## src/rtl/sync_fifo_if.sv

```systemverilog
// Handshake/data bundle between a sync_fifo and its producer/consumer.
// Error-flag signals exist only when SYNC_FIFO_ERR_FLAGS_EN is defined.
interface sync_fifo_if #(
  parameter int DATA_WIDTH = 32,
  parameter int ADDR_WIDTH = 3
);
  logic                  flush_i;
  logic                  we_i;
  logic [DATA_WIDTH-1:0] wdata_i;
  logic                  full_o;
  logic                  almost_full_o;
  logic                  re_i;
  logic [DATA_WIDTH-1:0] rdata_o;
  logic                  empty_o;
  logic                  almost_empty_o;
  logic [ADDR_WIDTH:0]   fill_count_o;
`ifdef SYNC_FIFO_ERR_FLAGS_EN
  logic                  overflow_o;
  logic                  underflow_o;

  modport master (
    output flush_i, we_i, wdata_i, re_i,
    input  full_o, almost_full_o, rdata_o, empty_o, almost_empty_o, fill_count_o,
           overflow_o, underflow_o
  );
  modport slave (
    input  flush_i, we_i, wdata_i, re_i,
    output full_o, almost_full_o, rdata_o, empty_o, almost_empty_o, fill_count_o,
           overflow_o, underflow_o
  );
`else
  modport master (
    output flush_i, we_i, wdata_i, re_i,
    input  full_o, almost_full_o, rdata_o, empty_o, almost_empty_o, fill_count_o
  );
  modport slave (
    input  flush_i, we_i, wdata_i, re_i,
    output full_o, almost_full_o, rdata_o, empty_o, almost_empty_o, fill_count_o
  );
`endif
endinterface

```

## src/rtl/sync_fifo.sv

```systemverilog
// Single-clock FIFO with registered or first-word-fall-through read, thresholds, flush and fill count.
// Define SYNC_FIFO_ERR_FLAGS_EN to add sticky overflow_o/underflow_o flags.
module sync_fifo #(
  parameter int DATA_WIDTH = 32,
  parameter int ADDR_WIDTH = 3,
  parameter int FWFT       = 0,
  parameter int AF_THRESH  = (2**ADDR_WIDTH) - 1,
  parameter int AE_THRESH  = 1
) (
  input logic        clk_i,
  input logic        rstn_i,
  sync_fifo_if.slave bus
);
  localparam int                  DEPTH   = 2**ADDR_WIDTH;
  localparam logic [ADDR_WIDTH:0] DEPTH_C = (ADDR_WIDTH+1)'(DEPTH);
  localparam logic [ADDR_WIDTH:0] AF_C    = (ADDR_WIDTH+1)'(AF_THRESH);
  localparam logic [ADDR_WIDTH:0] AE_C    = (ADDR_WIDTH+1)'(AE_THRESH);
  localparam logic [ADDR_WIDTH:0] PTR_ONE = (ADDR_WIDTH+1)'(1);

  if (AF_THRESH < 1 || AF_THRESH > DEPTH) begin : g_bad_af
    $error("sync_fifo: AF_THRESH out of range 1..DEPTH");
  end
  if (AE_THRESH < 0 || AE_THRESH > DEPTH-1) begin : g_bad_ae
    $error("sync_fifo: AE_THRESH out of range 0..DEPTH-1");
  end
  if (FWFT != 0 && FWFT != 1) begin : g_bad_fwft
    $error("sync_fifo: FWFT must be 0 or 1");
  end

  logic [DATA_WIDTH-1:0] mem_q [DEPTH];
  logic [ADDR_WIDTH:0]   wptr_q, wptr_d;
  logic [ADDR_WIDTH:0]   rptr_q, rptr_d;
  logic [ADDR_WIDTH:0]   fill;
  logic [ADDR_WIDTH-1:0] waddr, raddr;
  logic                  empty, full;
  logic                  wr_acc, rd_acc;

  // Extra pointer MSB makes the difference span 0..DEPTH, so the count needs no separate register.
  assign fill   = wptr_q - rptr_q;
  assign empty  = (fill == '0);
  assign full   = (fill == DEPTH_C);
  assign waddr  = wptr_q[ADDR_WIDTH-1:0];
  assign raddr  = rptr_q[ADDR_WIDTH-1:0];
  assign wr_acc = bus.we_i && !full;
  assign rd_acc = bus.re_i && !empty;

  assign bus.fill_count_o   = fill;
  assign bus.empty_o        = empty;
  assign bus.full_o         = full;
  assign bus.almost_full_o  = (fill >= AF_C);
  assign bus.almost_empty_o = (fill <= AE_C);

  always_comb begin
    wptr_d = wptr_q;
    rptr_d = rptr_q;
    if (bus.flush_i) begin
      wptr_d = '0;
      rptr_d = '0;
    end else begin
      if (wr_acc) wptr_d = wptr_q + PTR_ONE;
      if (rd_acc) rptr_d = rptr_q + PTR_ONE;
    end
  end

  always_ff @(posedge clk_i or negedge rstn_i) begin
    if (!rstn_i) begin
      wptr_q <= '0;
      rptr_q <= '0;
    end else begin
      wptr_q <= wptr_d;
      rptr_q <= rptr_d;
    end
  end

  always_ff @(posedge clk_i) begin
    if (wr_acc && !bus.flush_i) mem_q[waddr] <= bus.wdata_i;
  end

  if (FWFT != 0) begin : g_fwft
    // Gate with empty so the output reads 0 after reset/flush instead of stale memory.
    assign bus.rdata_o = empty ? '0 : mem_q[raddr];
  end else begin : g_reg_rd
    logic [DATA_WIDTH-1:0] rdata_q, rdata_d;

    always_comb begin
      rdata_d = rdata_q;
      if (bus.flush_i)  rdata_d = '0;
      else if (rd_acc)  rdata_d = mem_q[raddr];
    end

    always_ff @(posedge clk_i or negedge rstn_i) begin
      if (!rstn_i) rdata_q <= '0;
      else         rdata_q <= rdata_d;
    end

    assign bus.rdata_o = rdata_q;
  end

`ifdef SYNC_FIFO_ERR_FLAGS_EN
  logic ovf_q, ovf_d;
  logic unf_q, unf_d;

  always_comb begin
    ovf_d = ovf_q;
    unf_d = unf_q;
    if (bus.flush_i) begin
      ovf_d = 1'b0;
      unf_d = 1'b0;
    end else begin
      if (bus.we_i && full)  ovf_d = 1'b1;
      if (bus.re_i && empty) unf_d = 1'b1;
    end
  end

  always_ff @(posedge clk_i or negedge rstn_i) begin
    if (!rstn_i) begin
      ovf_q <= 1'b0;
      unf_q <= 1'b0;
    end else begin
      ovf_q <= ovf_d;
      unf_q <= unf_d;
    end
  end

  assign bus.overflow_o  = ovf_q;
  assign bus.underflow_o = unf_q;
`endif

endmodule
```

## src/flat_wrapper.sv

```systemverilog
// flat-port wrapper written by rule: the top's interface ports become plain ports
module sync_fifo_flat 
#(
  parameter int DATA_WIDTH = 32,
  parameter int ADDR_WIDTH = 3,
  parameter int FWFT       = 0,
  parameter int AF_THRESH  = (2**ADDR_WIDTH) - 1,
  parameter int AE_THRESH  = 1
)
  (clk_i, rstn_i, bus_flush_i, bus_we_i, bus_wdata_i, bus_re_i, bus_full_o, bus_almost_full_o, bus_rdata_o, bus_empty_o, bus_almost_empty_o, bus_fill_count_o);
  sync_fifo_if #(.DATA_WIDTH(DATA_WIDTH), .ADDR_WIDTH(ADDR_WIDTH)) bus_i ();
  input logic clk_i;
  input logic rstn_i;
  input wire logic [$bits(bus_i.flush_i)-1:0] bus_flush_i;
  input wire logic [$bits(bus_i.we_i)-1:0] bus_we_i;
  input wire logic [$bits(bus_i.wdata_i)-1:0] bus_wdata_i;
  input wire logic [$bits(bus_i.re_i)-1:0] bus_re_i;
  output wire logic [$bits(bus_i.full_o)-1:0] bus_full_o;
  output wire logic [$bits(bus_i.almost_full_o)-1:0] bus_almost_full_o;
  output wire logic [$bits(bus_i.rdata_o)-1:0] bus_rdata_o;
  output wire logic [$bits(bus_i.empty_o)-1:0] bus_empty_o;
  output wire logic [$bits(bus_i.almost_empty_o)-1:0] bus_almost_empty_o;
  output wire logic [$bits(bus_i.fill_count_o)-1:0] bus_fill_count_o;
  assign bus_i.flush_i = bus_flush_i;
  assign bus_i.we_i = bus_we_i;
  assign bus_i.wdata_i = bus_wdata_i;
  assign bus_i.re_i = bus_re_i;
  assign bus_full_o = bus_i.full_o;
  assign bus_almost_full_o = bus_i.almost_full_o;
  assign bus_rdata_o = bus_i.rdata_o;
  assign bus_empty_o = bus_i.empty_o;
  assign bus_almost_empty_o = bus_i.almost_empty_o;
  assign bus_fill_count_o = bus_i.fill_count_o;
  sync_fifo #(.DATA_WIDTH(DATA_WIDTH), .ADDR_WIDTH(ADDR_WIDTH), .FWFT(FWFT), .AF_THRESH(AF_THRESH), .AE_THRESH(AE_THRESH)) u_core (.clk_i(clk_i), .rstn_i(rstn_i), .bus(bus_i));
endmodule
```

## config.mk

```make
export PLATFORM = sky130hd
export DESIGN_NAME = sync_fifo_flat
export DESIGN_NICKNAME = d
export VERILOG_FILES = /design/src/rtl/sync_fifo_if.sv /design/src/rtl/sync_fifo.sv /design/src/flat_wrapper.sv
export SDC_FILE = /design/constraint.sdc
export NUM_CORES = 1
export LEC_CHECK = 0
export BUFFER_PORTS_ARGS = -buffer_cell sky130_fd_sc_hd__buf_4
export CORE_MARGIN = 4
export CORE_UTILIZATION = 50
export DETAILED_ROUTE_END_ITERATION = 10
export MAX_ROUTING_LAYER = met4
export PLACE_DENSITY_LB_ADDON = 0.05
export SYNTH_ARGS = -nofsm -noshare
export SYNTH_HDL_FRONTEND = slang
export SYNTH_SLANG_ARGS = --single-unit
```

## constraint.sdc

```tcl
create_clock -name clk_i -period 6.3 [get_ports clk_i]
set_input_delay 1.26 -clock clk_i [delete_from_list [all_inputs] [get_ports clk_i]]
set_output_delay 1.26 -clock clk_i [all_outputs]
set_load 0.02 [all_outputs]
```

After elaboration in Yosys (flattened, before gate mapping)
Memory sizes are Yosys's and may differ from the RTL's. Index checks and enable logic that the tools add are counted. W data, S select, Z words.

Add/subtract/negate cells: 3. Order comparisons: 2. Equal/unequal tests: 1. Multiplexer cells: 8. Reductions and logical operators: 9.

Operator list (count): $mux W32 (2); $mux W4 (4); $add A4 B1 Y4 const B (2); $eq A4 B4 Y1 const B (1); $ge A4 B3 Y1 const B (1); $le A4 B1 Y1 const B (1); $logic_not A4 Y1 (1); $reduce_bool A2 Y1 (2); $sub A4 B4 Y4 (1); $logic_and A1 B1 Y1 (3); $logic_not A1 Y1 (3); $mux W1 (2).

Register bits after elaboration: 40. Bits in writable memories: 256. Bits of input ports: 37. Output and inout bits: 40. Word-level logic and storage cells: 27. Memories kept: 1.

Memories: u_core.mem_q (words 8, width 32, rd ports 1, clocked after memory_dff 0, write ports 1, RTL line sync_fifo.sv:30) `logic [DATA_WIDTH-1:0] mem_q [DEPTH];`.

Logic depth before layout (Yosys ltp)
Gate-level depths: netlist (run 1).

Depth after elaboration: 7. Depth in mapped cells: 11. Depth with buffers taken out: 8.

Least setup slack after synthesis (run 1)
No wires, ideal clock.

Path kind: register to register. From: reg u_core.rptr_q[2]. To: mem u_core.mem_q[0][0] (enable). Library setup time: 501 ps. Arrival time: 5128 ps. Data required time: 5799 ps. Path slack: 670 ps. Cell stages (with the launch flop): 10. Buffers on the path: 3. Clock period less this slack: 5630 ps. Cells stage by stage: dfrtp_1 > clkbuf_1 > clkinv_1 > clkbuf_1 > ha_1 > and3b_1 > nor3_1 > o31ai_1 > buf_4 > nor4_1.

Word-level cells in the longest chain between the ends: 7.

RTL lines: start, declared (RTL line sync_fifo.sv:32) `logic [ADDR_WIDTH:0] rptr_q, rptr_d;`; start signal, assigned (RTL line sync_fifo.sv:71) `rptr_q <= rptr_d;`; $sub A4 B4 Y4 (RTL line sync_fifo.sv:39) `assign fill = wptr_q - rptr_q;`; $eq A4 B4 Y1 (RTL line sync_fifo.sv:41) `assign full = (fill == DEPTH_C);`; $logic_not A1 Y1 (RTL line sync_fifo.sv:44) `assign wr_acc = bus.we_i && !full;`; $logic_and A1 B1 Y1 (RTL line sync_fifo.sv:44); $logic_and A1 B1 Y1 (RTL line sync_fifo.sv:76) `if (wr_acc && !bus.flush_i) mem_q[waddr] <= bus.wdata_i;`; $mux W1 (RTL line sync_fifo.sv:76); $mux W1 (not written as such) (RTL line sync_fifo.sv:76); end, declared (RTL line sync_fifo.sv:30).

No other way between the ends.

Worst setup path in the final report (run 1)
From: reg u_core.rptr_q[0]. To: out bus_almost_full_o.

Word-level cells in the longest chain between the ends: 2.

RTL lines: $sub A4 B4 Y4 (RTL line sync_fifo.sv:39); $ge A4 B3 Y1 (RTL line sync_fifo.sv:50) `assign bus.almost_full_o = (fill >= AF_C);`; end, declared (RTL line flat_wrapper.sv:19) `output wire logic [$bits(bus_i.almost_full_o)-1:0] bus_almost_full_o;`.

No other way between the ends.

==> results of run 1 <==
[registers in the layout, indices dropped and copies added, names as in the netlist]
name                flops
u_core.mem_q          256
u_core.bus.rdata_o     32
u_core.rptr_q           4
u_core.wptr_q           4
[routing by layer]
layer | part of all wire [%] | vias to the layer above
met1 | 44 | 3023
met5 | 0 | -
met3 | 4.8 | 30
li1 | - | 2537
met2 | 50 | 130
met4 | 1.6 | 0
[worst max path at each step]
stage	start	endpoint	cells after the start
CTS	u_core.rptr_q[0]$_DFFE_PN0P_	bus_almost_full_o	4
detailed placement	u_core.rptr_q[0]$_DFFE_PN0P_	u_core.rptr_q[3]$_DFFE_PN0P_	7
floorplan	u_core.rptr_q[2]$_DFFE_PN0P_	u_core.mem_q[0][0]$_DFFE_PP_	9
finish	u_core.rptr_q[0]$_DFFE_PN0P_	bus_almost_full_o	4
global placement	u_core.rptr_q[0]$_DFFE_PN0P_	u_core.rptr_q[3]$_DFFE_PN0P_	7
global route	u_core.rptr_q[0]$_DFFE_PN0P_	bus_almost_empty_o	7
[worst register-to-register path, cell delays in order, from the launching register on]
cell	delay, ns
dfrtp_4	0.94
ha_1	0.33
fa_1	0.48
nand3_2	0.15
o31a_2	0.67
buf_4	0.58
nand4_1	0.17
mux2_2	0.31
[layout make-up]
| class | instances | area [um2] | share of cell area, % |
|---|---|---|---|
| timing repair buffer | 92 | 690.7 | 5.145 |
| tap | 285 | 356.6 | 2.657 |
| clock buffer | 38 | 810.8 | 6.040 |
| clock inverter | 18 | 157.7 | 1.174 |
| multi-input combinational | 249 | 2680 | 19.97 |
| inverter | 9 | 33.78 | 0.2517 |
| sequential | 296 | 8693 | 64.76 |
[cells by family (layout without fill, tap and decap cells)]
family | after synthesis | count (layout) | synth area share [%]
DFF | 296 | 296 | 75.29
and+or+nand+nor | 127 | 127 | 4.565
muxes | 68 | 68 | 12.85
buffers and inverters | 45 | 157 | 1.952
AOI/OAI and AO/OA | 43 | 43 | 4.185
adders and majority gates | 6 | 6 | 0.7156
xor gates and xnor gates | 5 | 5 | 0.4446
[report_power, final]
| group | total [mW] | switching (mW) | internal, mW | leakage, nW |
|---|---|---|---|---|
| sequential | 2.51 | 0.162 | 2.34 | 2.84 |
| clock | 1.70 | 0.704 | 0.995 | 0.485 |
| combinational | 1.59 | 0.887 | 0.703 | 1.25 |
[Yosys cell counts (3+ instances only)]
master | instances | area, um2
mux2i_1 | 3 | 30.03
nor4_1 | 6 | 37.54
a311oi_1 | 12 | 105.1
xnor2_1 | 3 | 26.28
mux4_2 | 64 | 1441
ha_1 | 5 | 62.56
nor2_1 | 42 | 157.7
nand2_1 | 65 | 244.0
dfrtp_1 | 40 | 1001
buf_4 | 4 | 30.03
edfxtp_1 | 256 | 7687
buf_2 | 9 | 45.04
a311oi_2 | 20 | 300.3
a21oi_1 | 4 | 20.02
nor3_1 | 5 | 25.02
clkbuf_1 | 18 | 67.56
inv_1 | 8 | 30.03
buf_6 | 4 | 45.04
==> metrics.txt, run 1 <==
Max Fclk=about 250 MHz; Slew HR=~14%; hold_ws=about 0.58 ns; Final Power=approximately 5.8 mW; Final Hold Fails=0; setup TNS=0 ns; DRT Wirelength=about 23000 um; vias in the first global route=6106; DP Area=~12000 um2; R2R Path End=u_core.rptr_q[3]$_DFFE_PN0P_; filler instances=1704; Hold Path Sink=u_core.bus.rdata_o[31]$_DFFE_PN0P_; most common cell after layout, fill and taps aside=edfxtp_1; worst-path maximum fanout=38; Hold Path Depth=2; flop2flop setup slack=~2.6 ns; Synthesized Nets=~630; commonest non-fill, non-tap cells in the layout=edfxtp_1 (256), buf_4 (92), nand2_1 (65), mux4_2 (64), nor2_1 (42); Worst-path clk slew=about 0.060 ns; Post-synth EDFFs=about 260; Ports=between 70 and 80; Placer Congestion=approximately 0.72; met1 global-route usage=a little over a quarter; clock sinks=just under 300; Leak=roughly 4.6 nW; met3 usage=under 10%; total global routing overflow=0; WS Path Type=reg2out; Area Growth Syn to Fin=16.32%; non-filler cells, final=just under 1000; worst vdd ir=~0.33 mV; placed instance count=roughly 930; cell family with most CP delay=flip-flops; post-synthesis cell count=between 500 and 600; clock buffer depth=3; setup bufs post-CTS=0; Synth async-reset ratio=a little over an eighth; DR vias/cell=between 5 and 6; Post-CTS Hold Buffers=0; Place WS=2.467 ns; run status=complete, no violations; cells on worst reg2reg path=7; Final Critical Period=between 4 and 5 ns; DP Wirelength=12270 um; Resize count post-CTS=0; Die H=159.9 um; skew final=between 0.015 and 0.02 ns; share of the yosys chip area belonging to registers=between 70% and 80%; Synth Cell Area=approximately 12000 um2; drt initial violations=404; Synth Area per Inst=approximately 20 um2; Crit-path slowest cell=dfrtp_4; CTS buffer count=30; CP cell instances=ha_1 -> fa_1 -> o31ai_1 -> buf_4; port bufs=76; global-route wire length before repair=between 30000 and 40000 um; CP Data Required Time=approximately 5 ns; All-Layer GR Usage=18.60%; gr busiest metal=met2; synth unique cells=39; RR Startpoint=u_core.rptr_q[0]$_DFFE_PN0P_; Yosys warnings=0; root buffer cell=clkbuf_16; final worst setup slack=2.249 ns; Post-route DRC=0; Core Util, Final=between 50% and 60%; GRT met2 Usage=between 20% and 30%; FF+latch count, synth=around 300; Max Cap Viol=0; Worst Hold Class=reg2reg; CP bufs+invs=1; Startpoint Class=register; vias=approximately 5700; crit path DAT=2.79 ns; wire length per cell=23.02 um; CP Capture Type=output pin; Slew @ Worst Pin=about 1.3 ns; Final Setup Violations=0; Placement Rows=55; post-route cell area=approximately 13000 um2; First-pass DRT Iterations=4; TritonCTS clock tree=built; crit share post-route=between 60% and 70%; critical path's largest stage delay=between 0.9 and 1 ns; CTS H-tree depth=1; Most used DFF post-synth=edfxtp_1; hold_sp=u_core.bus.rdata_o[31]$_DFFE_PN0P_; initial antenna violation count=0; n_diodes=0; final net count=just over 700; Core ar.=22640 um2; fin. max-slew vios=0; die outline width=between 150 and 200 um; Cell Pwr Density=about 430 nW/um2; DIE AREA=approximately 26000 um2; Starting Density=50.97%; largest net degree at the start of global routing=just under 70; number of nets still failing antenna checks after routing=0; RSZ-0062 raised after global routing=false; layout cell share with drive strength beyond 1=between 30% and 40%; clock latency at the later pin of the worst-skew pair=roughly 0.55 ns
Power figures use the tool's default switching activity.
==> run 2: changes to the inputs <==
ABC_AREA = 1   (was not set)
clock period = 3.75 ns   (was 6.3 ns; I/O delays follow)
==> run 2 against run 1 <==
Register-to-register slack lost 2.1 ns. Synthesized cell count up 98%. Global-route usage grew 3.0 points. Worst setup slack got worse by 1.8 ns. Combinational power up 98%. Critical path depth increased by 4. Flip-flop and latch count unchanged. Design area up 7.1%. Highest routed layer unchanged.
==> metrics.txt, run 2 <==
Crit-path slowest cell=fa_1 (was dfrtp_4); run status=complete, no violations (unchanged); Place WS=0.4745 ns (was 2.467 ns); Logic pwr share=31.4% (was 27.4%); Reg with most FFs=u_core.mem_q (unchanged); CTS H-tree depth=1 (unchanged); DIE AREA=27580 um2 (was 25570 um2); Resize count post-CTS=0 (unchanged); Post-synth EDFFs=256 (unchanged); TritonCTS clock tree=built (unchanged); clock buffer depth=3 (unchanged); drt initial violations=558 (was 404); wire length per cell=18.51 um (was 23.02 um); CP cell instances=inv_1 -> ha_1 -> fa_1 -> nand3_2 -> nor2_2 -> nand3_1 -> inv_1 -> buf_4 (was ha_1 -> fa_1 -> o31ai_1 -> buf_4); final worst setup slack=0.4018 ns (was 2.249 ns); WS Path Type=reg2out (unchanged); largest net degree at the start of global routing=87 (was 68); vias in the first global route=8247 (was 6106); CP Data Required Time=3.00 ns (was 5.04 ns); setup bufs post-CTS=0 (unchanged); Post-route DRC=0 (unchanged); most common cell in the netlist=nand2_1 (was edfxtp_1); Placer Congestion=0.8173 (was 0.7219); Leak=6.089 nW (was 4.576 nW); most numerous cell on the critical path=inv_1; All-Layer GR Usage=21.60% (was 18.60%); combinational family with the most area after synthesis=simple AND/OR/NAND/NOR gates (was multiplexers); layout cell share with drive strength beyond 1=12.65% (was 34.47%); post-synthesis cell count=1170 (was 590); Post-Synth Adder-Cell Area=0.6611% (was 0.7156%); Final Critical Period=roughly 3.3 ns; Area Growth Syn to Fin=15.08% (was 16.32%); share of the yosys chip area belonging to registers=69.55% (was 75.29%); number of nets still failing antenna checks after routing=0 (unchanged); Clock Power Share=28.7% (was 29.3%); Sw Pwr=3.498 mW (was 1.753 mW); First-pass DRT Iterations=7 (was 4); RSZ-0062 raised after global routing=false (unchanged); n_diodes=0 (unchanged); root buffer cell=clkbuf_16 (unchanged); area leader, netlist=edfxtp_1 (unchanged); Most used DFF post-synth=edfxtp_1 (unchanged); Final Power=10.02 mW (was 5.793 mW); worst vdd ir=0.6581 mV (was 0.3311 mV); DP Wirelength=15990 um (was 12270 um); Post-CTS Hold Buffers=0 (unchanged); Placement Rows=57 (was 55); Final Hold Fails=0 (unchanged); Synth Area in XOR/XNOR=0.2804% (was 0.4445%); Worst-path clk slew=0.06 ns (about the same); die outline width=166.1 um (was 159.9 um); DR vias/cell=5.228 (was 5.795); Synth top area share=61.54% (was 66.62%); Synth top cells by count=nand2_1 (432), edfxtp_1 (256), nand3_1 (176) (was edfxtp_1 (256), nand2_1 (65), mux4_2 (64)); Worst Hold Class=in2async (was reg2reg); commonest non-fill, non-tap cells in the layout=nand2_1 (432), edfxtp_1 (256), nand3_1 (176), buf_4 (94), inv_1 (86) (was edfxtp_1 (256), buf_4 (92), nand2_1 (65), mux4_2 (64), nor2_1 (42)); Final Setup Violations=0 (unchanged); Die H=166.1 um (was 159.9 um); Synth async-reset ratio=13.51% (unchanged); Synthesized Nets=1213 (was 633); Max Fclk=approximately 300 MHz; Simple-Gate Fraction of Synth Area=23.42% (was 4.565%); worst-path maximum fanout=7 (was 38); register share of total power=39.9% (was 43.2%); vias=8265 (was 5720); Int Pwr=6.520 mW (was 4.041 mW); synth unique cells=22 (was 39); CP Capture Type=output pin (unchanged); CTS buffer count=30 (unchanged); global-route wire length before repair=46190 um (was 35860 um); FF+latch count, synth=296 (unchanged); clock latency at the later pin of the worst-skew pair=0.54 ns (was 0.55 ns); DRT Wirelength=29260 um (was 22720 um); CP bufs+invs=3 (was 1); final net count=1276 (was 721); total global routing overflow=0 (unchanged); fin. max-slew vios=0 (unchanged); Startpoint Class=register (unchanged); Synth Cell Area=12490 um2 (was 11540 um2); Ports=77 (unchanged); crit share post-route=about nine tenths; crit path DAT=2.60 ns (was 2.79 ns); Core Util, Final=58.77% (was 59.29%); Max Cap Viol=0 (unchanged); Slew HR=35.03% (was 14.44%); Starting Density=51.07% (was 50.97%); Yosys warnings=0 (unchanged); Cell Pwr Density=696.8 nW/um2 (was 431.6 nW/um2); number of flip-flops in the largest register=256 (unchanged); Synth Area in Compound Gates=0.5208% (was 4.185%); Core ar.=24460 um2 (was 22640 um2); cell family with most CP delay=adder cells (was flip-flops); Slew @ Worst Pin=0.9745 ns (was 1.276 ns); most common cell after layout, fill and taps aside=nand2_1 (was edfxtp_1); clock sinks=296 (unchanged); skew final=0.006192 ns (was 0.01734 ns); mux cell area share after synthesis=0% (was 12.85%); Synth area leaders=edfxtp_1 (62%), nand2_1 (13%), dfrtp_1 (8.0%) (was edfxtp_1 (67%), mux4_2 (12%), dfrtp_1 (8.7%)); critical path's largest stage delay=0.53 ns (was 0.94 ns); placed instance count=1525 (was 931); Sw Share=34.92% (was 30.25%); initial antenna violation count=0 (unchanged); non-filler cells, final=1581 (was 987); setup TNS=0 ns (unchanged); port bufs=76 (unchanged); Synth Area per Inst=10.68 um2 (was 19.56 um2)
-- run 2: cell families after synthesis --
kind of cell             after synthesis
XOR/XNOR                               4
adder cells (fa/ha/maj)                6
buffers and inverters                159
AND/OR/NAND/NOR                      692
AO/OA/AOI/OAI                         13
flip-flops                           296
-- run 2: metrics by stage --
step,area (um2),hold slack [ns]
global route,14380,0.2348
detailed placement,13420,0.4893
finish,14380,0.2063
floorplan,12490,0.4544
CTS,14380,0.2083
global placement,13420,0.4885
-- run 2: layout make-up --
type / instances / area, um2
Sequential cell: 296 / 8693
Tap cell: 324 / 405.4
Fill cell: 2034 / 10090
Clock buffer: 47 / 895.9
Timing Repair Buffer: 99 / 805.8
Clock inverter: 9 / 65.06
Multi-Input combinational cell: 715 / 3168
Inverter: 91 / 342.8
-- run 2: power by group through the flow --
stage / clock network (mW) / registers (mW) / logic, mW
floorplan: 0 / 4.19 / 1.95
global placement: 0 / 4.06 / 3.13
detailed placement: 0 / 4.06 / 3.16
CTS: 2.94 / 3.99 / 3.17
global route: 3.10 / 4.02 / 3.48
finish: 2.88 / 3.99 / 3.15
-- run 2: path summary, 6_finish.rpt --
kind	end	depth (start not counted)	startpoint	slack, ns
max	bus_full_o	8	u_core.wptr_q[0]$_DFFE_PN0P_	0.40
min	u_core.bus.rdata_o[31]$_DFFE_PN0P_	1	rstn_i	0.21
max reg2reg	u_core.mem_q[0][26]$_DFFE_PP_	11	u_core.wptr_q[0]$_DFFE_PN0P_	0.47
min reg2reg	u_core.bus.rdata_o[30]$_DFFE_PN0P_	2	u_core.bus.rdata_o[30]$_DFFE_PN0P_	0.50
max in group asynchronous	u_core.rptr_q[0]$_DFFE_PN0P_	1	rstn_i	3.10
min in group clk_i	u_core.mem_q[2][26]$_DFFE_PP_	1	bus_wdata_i[26]	0.44
-- run 2: layer usage --
| metal | share of wire (%) | vias to the layer above | global-route usage [%] |
|---|---|---|---|
| li1 | - | 4046 | - |
| met1 | 46 | 3968 | 29.77 |
| met2 | 47 | 203 | 34.48 |
| met3 | 5.1 | 48 | 3.118 |
| met4 | 1.8 | 0 | 5.165 |
| met5 | 0 | - | - |
